File: config.mk
export PLATFORM = sky130hd
export DESIGN_NAME = rowmax_ctrl
export DESIGN_NICKNAME = d
export VERILOG_FILES = /design/src/rtl/rowmax_pkg.sv /design/src/rtl/rowmax_ctrl.sv
export SDC_FILE = /design/constraint.sdc
export NUM_CORES = 1
export LEC_CHECK = 0
export CAP_MARGIN = 40
export CORE_AREA = 2 2 218 220
export CTS_CLUSTER_DIAMETER = 40
export DETAILED_ROUTE_END_ITERATION = 8
export DIE_AREA = 0 0 220 222
export GPL_TIMING_DRIVEN = 0
export PLACE_DENSITY = 0.58
export SYNTH_ARGS = -nofsm -noshare
export SYNTH_HDL_FRONTEND = slang
export SYNTH_SLANG_ARGS = --single-unit
export TNS_END_PERCENT = 100
File: constraint.sdc
create_clock -name I_CLK -period 3.7 [get_ports I_CLK]
set_input_delay 0.74 -clock I_CLK [delete_from_list [all_inputs] [get_ports I_CLK]]
set_output_delay 0.74 -clock I_CLK [all_outputs]
set_load 0.005 [all_outputs]
File: src/rtl/rowmax_pkg.sv
`default_nettype none
// ============================================================================
// Module  : rowmax_pkg
// Brief   : Shared types and constants for the row-maximum sequencer.
// Revision: 1.0 - initial release
// ============================================================================
package rowmax_pkg;

    localparam int SMAX_LANES = 16;

    typedef enum logic [2:0] {
        S_IDLE  = 3'd0,
        S_RD    = 3'd1,
        S_ISSUE = 3'd2,
        S_WAIT  = 3'd3,
        S_DONE  = 3'd4
    } state_t;

    // Most negative two's-complement value for a w-bit element.
    function automatic logic [63:0] signed_min(input int w);
        return 64'd1 << (w - 1);
    endfunction

endpackage
`default_nettype wire

File: src/rtl/rowmax_ctrl.sv
`default_nettype none
// ============================================================================
// Module  : rowmax_ctrl
// Brief   : Streams one score row chunk by chunk through a shared 16-lane
//           max engine and folds the chunk results into the row maximum.
//           Optional ROWMAX_ARGMAX_EN adds O_ROW_MAX_IDX (winning chunk).
// Revision: 1.0 - initial release
// ============================================================================
module rowmax_ctrl
    import rowmax_pkg::*;
#(
    parameter  int D_W     = 16,
    parameter  int N_CHUNK = 4,
    localparam int CW      = $clog2(N_CHUNK),
    localparam int LW      = $clog2(N_CHUNK + 1)
) (
    input  logic                                I_CLK,
    input  logic                                I_RST,
    input  logic                                I_START,
    input  logic [LW-1:0]                       I_LEN,
    output logic                                O_BUSY,
    output logic                                O_RD_EN,
    output logic [CW-1:0]                       O_RD_ADDR,
    input  logic [0:SMAX_LANES-1][D_W-1:0]      I_RD_DATA,
    output logic                                O_SM_ENA,
    output logic [0:SMAX_LANES-1][D_W-1:0]      O_SM_DATA,
    input  logic                                I_SM_VLD,
    input  logic [D_W-1:0]                      I_SM_MAX,
    output logic                                O_DONE,
    output logic [D_W-1:0]                      O_ROW_MAX
`ifdef ROWMAX_ARGMAX_EN
    ,
    output logic [CW-1:0]                       O_ROW_MAX_IDX
`endif
);

    localparam logic [63:0]    C_SMIN_FULL = signed_min(D_W);
    localparam logic [D_W-1:0] C_SMIN      = C_SMIN_FULL[D_W-1:0];
    localparam logic [LW-1:0]  C_NCHUNK    = LW'(N_CHUNK);

    state_t                             state_q;
    logic [LW-1:0]                      len_q;
    logic [CW-1:0]                      chunk_q;
    logic                               first_q;
    logic                               busy_q;
    logic                               rd_en_q;
    logic                               sm_ena_q;
    logic [0:SMAX_LANES-1][D_W-1:0]     sm_data_q;
    logic                               done_q;
    logic [D_W-1:0]                     run_max_q;
    logic [D_W-1:0]                     row_max_q;

    logic [LW-1:0]                      len_d;
    logic [D_W-1:0]                     run_max_d;
    logic                               w_take;
    logic                               w_vld;
    logic                               w_last;

`ifdef ROWMAX_ARGMAX_EN
    logic [CW-1:0]                      run_idx_q;
    logic [CW-1:0]                      row_idx_q;
    logic [CW-1:0]                      run_idx_d;
`endif

    always_comb begin
        len_d     = (I_LEN > C_NCHUNK) ? C_NCHUNK : I_LEN;
        w_take    = first_q || ($signed(I_SM_MAX) > $signed(run_max_q));
        run_max_d = w_take ? I_SM_MAX : run_max_q;
        // The first WAIT cycle coincides with ENA; a VLD seen then is left
        // over from the previous operation, since the engine clears it only
        // on the edge that accepts ENA.
        w_vld     = (state_q == S_WAIT) && !sm_ena_q && I_SM_VLD;
        w_last    = (LW'(chunk_q) == (len_q - LW'(1)));
`ifdef ROWMAX_ARGMAX_EN
        run_idx_d = w_take ? chunk_q : run_idx_q;
`endif
    end

    always_ff @(posedge I_CLK) begin
        if (I_RST) begin
            state_q   <= S_IDLE;
            len_q     <= '0;
            chunk_q   <= '0;
            first_q   <= 1'b0;
            busy_q    <= 1'b0;
            rd_en_q   <= 1'b0;
            sm_ena_q  <= 1'b0;
            sm_data_q <= '0;
            done_q    <= 1'b0;
            run_max_q <= '0;
            row_max_q <= '0;
`ifdef ROWMAX_ARGMAX_EN
            run_idx_q <= '0;
            row_idx_q <= '0;
`endif
        end else begin
            rd_en_q  <= 1'b0;
            sm_ena_q <= 1'b0;
            done_q   <= 1'b0;
            case (state_q)
                S_IDLE: begin
                    if (I_START) begin
                        len_q   <= len_d;
                        chunk_q <= '0;
                        first_q <= 1'b1;
                        busy_q  <= 1'b1;
                        if (len_d == '0) begin
                            state_q   <= S_DONE;
                            done_q    <= 1'b1;
                            row_max_q <= C_SMIN;
`ifdef ROWMAX_ARGMAX_EN
                            row_idx_q <= '0;
`endif
                        end else begin
                            state_q <= S_RD;
                            rd_en_q <= 1'b1;
                        end
                    end
                end
                S_RD: begin
                    state_q <= S_ISSUE;
                end
                S_ISSUE: begin
                    sm_ena_q  <= 1'b1;
                    sm_data_q <= I_RD_DATA;
                    state_q   <= S_WAIT;
                end
                S_WAIT: begin
                    if (w_vld) begin
                        run_max_q <= run_max_d;
                        first_q   <= 1'b0;
`ifdef ROWMAX_ARGMAX_EN
                        run_idx_q <= run_idx_d;
`endif
                        if (w_last) begin
                            state_q   <= S_DONE;
                            done_q    <= 1'b1;
                            row_max_q <= run_max_d;
`ifdef ROWMAX_ARGMAX_EN
                            row_idx_q <= run_idx_d;
`endif
                        end else begin
                            chunk_q <= chunk_q + CW'(1);
                            rd_en_q <= 1'b1;
                            state_q <= S_RD;
                        end
                    end
                end
                S_DONE: begin
                    busy_q  <= 1'b0;
                    state_q <= S_IDLE;
                end
                default: begin
                    busy_q  <= 1'b0;
                    state_q <= S_IDLE;
                end
            endcase
        end
    end

    assign O_BUSY    = busy_q;
    assign O_RD_EN   = rd_en_q;
    assign O_RD_ADDR = chunk_q;
    assign O_SM_ENA  = sm_ena_q;
    assign O_SM_DATA = sm_data_q;
    assign O_DONE    = done_q;
    assign O_ROW_MAX = row_max_q;
`ifdef ROWMAX_ARGMAX_EN
    assign O_ROW_MAX_IDX = row_idx_q;
`endif

endmodule
`default_nettype wire

==> results.json <==
{
  "first_global_vias": 11800,
  "die_h_um": 222,
  "grt_antenna_before_repair": 2,
  "cts_sinks": 301,
  "syn_nets": 1722,
  "dr.pass1.iters": 4,
  "internal_power_mw": 7.74,
  "gp_congestion": 0.874,
  "synth-compound-area-share_pct": 14.5,
  "wl_per_cell_um": 17.2,
  "synth_area_per_cell_sq_um": 7.93,
  "cp-start-kind": "primary input",
  "via_count": 11900,
  "final_hold_viol_count": 0,
  "placed_area_sq_um": 17700,
  "crit_path_max_fanout": 10,
  "holdWs_ps": 448,
  "hold_path_class": "register to register",
  "portBuffers": 555,
  "synth-simple-area-share_pct": 24.0,
  "final_antenna_net_count": 0,
  "worst_slew_pin_slew_ps": 725,
  "grt_overflow": 0,
  "synth_top_family_by_area": "simple AND/OR/NAND/NOR gates",
  "htreeDepth": 2,
  "cts_root_buffer": "clkbuf_16",
  "maxSlewViolCount": 0,
  "synth_edf_count": 0,
  "post-route-period-util_pct": 84.5,
  "switchingPower_mw": 3.06,
  "drt-total-wl_um": 46100,
  "status": "finished clean",
  "design.die.area_sq_um": 48800,
  "hpwl_um": 35800,
  "critPathArrivalTime_ps": 3630,
  "post_drt_via_cell_ratio": 4.43,
  "power_density_nw_per_um2": 558,
  "cts_buffers": 52,
  "finish.instance_area_sq_um": 19300,
  "dpl_worst_slack_ps": -78.6,
  "maxCapViolCount": 0,
  "drt_first_iter_violations": 597,
  "postCtsSetupBuffers": 0,
  "worst_ep_required_time_ps": 4200,
  "setup_viol": 0,
  "power.leakage_nw": 6.70,
  "fin_ws_ps": 573,
  "num-fill-cells": 4670,
  "grt_setup_unrepaired": "false",
  "fin_nets": 2333,
  "seqPwrFrac_pct": 35.3,
  "synthArstFlopShare_pct": 0,
  "netlist_instances": 1426,
  "drive_gt1_share_pct": 4.82,
  "cts-resized-gates": 0,
  "synth_xor_area_share_pct": 0.310,
  "grt_pass1_wl_um": 68800,
  "clockBufferDepth": 3,
  "fp-row-count": 79,
  "max_freq_mhz": 320,
  "core-area_sq_um": 46300,
  "grt_max_degree": 15,
  "cts_tree": "yes",
  "synth-seq-cells": 301,
  "crit_type": "primary input to register",
  "track_usage_pct": 18.3,
  "ys_seq_area_share_pct": 53.3,
  "syn_area_sq_um": 11300,
  "ios": 557,
  "swShare_pct": 28.3,
  "power_mw": 10.8,
  "synth_fa_ha_area_share_pct": 1.88,
  "clk-insertion-delay-late_ps": 580,
  "slew_headroom_pct": 51.7,
  "muxShareOfSynthArea_pct": 1.50,
  "clockPowerShare_pct": 42.9,
  "drc_errors": 0,
  "ys_types": 43,
  "skew_ps": 16.3,
  "synthFlopType": "dfxtp_1",
  "start_util_pct": 24.5,
  "clkTransAtPathRegs_ps": 50,
  "worstSetupEndpointType": "register",
  "cts.hold.buffers_added": 0,
  "combinationalPowerShare_pct": 21.9,
  "ys_warn_count": 0,
  "die_w_um": 220,
  "peakVddDrop_v": 0.000374,
  "fin_crit_ps": 3130,
  "syn_to_final_growth_pct": 71.1
}
worst paths after layout:
check	cells after the start	to	slack, ps	from
setup / recovery	9	run_max_q[8]	570	I_SM_MAX[15]
hold / removal	2	O_SM_DATA[37]	450	O_SM_DATA[37]
setup reg to reg	9	run_max_q[8]	870	run_max_q[13]
hold reg to reg	2	O_SM_DATA[37]	450	O_SM_DATA[37]
cell usage in the layout, fill, tap and decap left out, drive strengths merged, types with 2 or more instances in the layout:
master / count
nor3: 5
nor4: 4
nand3: 20
o21ai: 4
buf: 13
and3: 2
clkinv: 12
o31ai: 2
xor2: 3
mux2i: 17
a21o: 2
o21bai: 2
or4: 16
clkbuf: 163
clkinvlp: 2
nand3b: 2
dfxtp: 301
bufinv: 3
nand2: 548
inv: 28
nor3b: 4
nand4: 4
o311ai: 15
a21oi: 267
ha: 17
clkdlybuf4s50: 555
nand2b: 33
nor2: 14
a31oi: 2
critical path: stages:
cell and delay, ps:
clkdlybuf4s50_1 490, ha_1 350, nand4_1 220, nor4_2 380, a21boi_2 240, o21ai_2 110
a311oi_4 630, buf_6 260, mux2i_1 200
power by group through the flow:
stage / combinational [mW] / clock [mW] / sequential (mW)
after floorplan: 0.913 / 0 / 3.87
after global placement: 2.35 / 0 / 3.85
after detailed placement: 2.38 / 0 / 3.87
after CTS: 2.39 / 4.74 / 3.81
after global routing: 2.59 / 4.89 / 3.85
final: 2.36 / 4.63 / 3.81
Yosys cell counts, types with 3 or more instances:
cell | instances | area, sq um
a21oi_1 | 267 | 1340
buf_1 | 4 | 15.0
buf_2 | 3 | 15.0
buf_6 | 4 | 45.0
clkbuf_1 | 96 | 360
dfxtp_1 | 301 | 6030
ha_1 | 17 | 213
inv_1 | 22 | 82.6
mux2i_1 | 17 | 170
nand2_1 | 548 | 2060
nand2b_1 | 33 | 206
nand3_1 | 20 | 100
nand4_1 | 4 | 25.0
nor2_1 | 14 | 52.6
nor3_1 | 5 | 25.0
nor3b_1 | 4 | 30.0
nor4_1 | 3 | 18.8
o21ai_0 | 3 | 15.0
o311ai_0 | 15 | 131
or4_1 | 16 | 120
xor2_1 | 3 | 26.3
per-layer routing:
layer / routed length (um) / up-vias / global-route usage, %
met4: 1220 / 2 / 6.04
met1: 18600 / 5491 / 21.4
li1: - / 5909 / -
met2: 22700 / 388 / 31.6
met3: 3620 / 75 / 5.61
met5: 13 / - / 0
cell type report:
type,instances,area (sq um),share of cell area (%)
antenna,1,2.50,0.0129
buffer,107,435,2.25
clock buffer,67,1450,7.48
clock inverter,23,246,1.27
inverter,22,82.6,0.427
multi-input combinational,996,4770,24.6
sequential,301,6030,31.1
tap,607,759,3.92
timing repair buffer,557,5580,28.8
logic make-up after synthesis:
| kind of cell | count (synthesis) |
|---|---|
| AOI/OAI and AO/OA | 301 |
| buffers and inverters | 129 |
| DFF | 301 |
| adders and majority gates | 17 |
| xor gates and xnor gates | 4 |
| and+or+nand+nor | 657 |
| muxes | 17 |
flip-flops by register name, indices dropped and copies added (netlist names):
name,cells
O_SM_ENA,1
O_RD_EN,1
O_BUSY,1
O_DONE,1
O_ROW_MAX,16
O_RD_ADDR,2
first_q,1
run_max_q,16
state_q,3
len_q,3
O_SM_DATA,256
metrics by stage:
stage | std cells | util, % | TNS, ps
2_1_floorplan | 1426 | - | 0
3_3_place_gp | 2588 | 38.1 | -136
5_1_grt | 2681 | 41.8 | 0
4_1_cts | 2680 | 41.8 | 0
6_report | 2681 | 41.8 | 0
3_5_place_dp | 2590 | 38.2 | -651
Power figures use the tool's default switching activity.
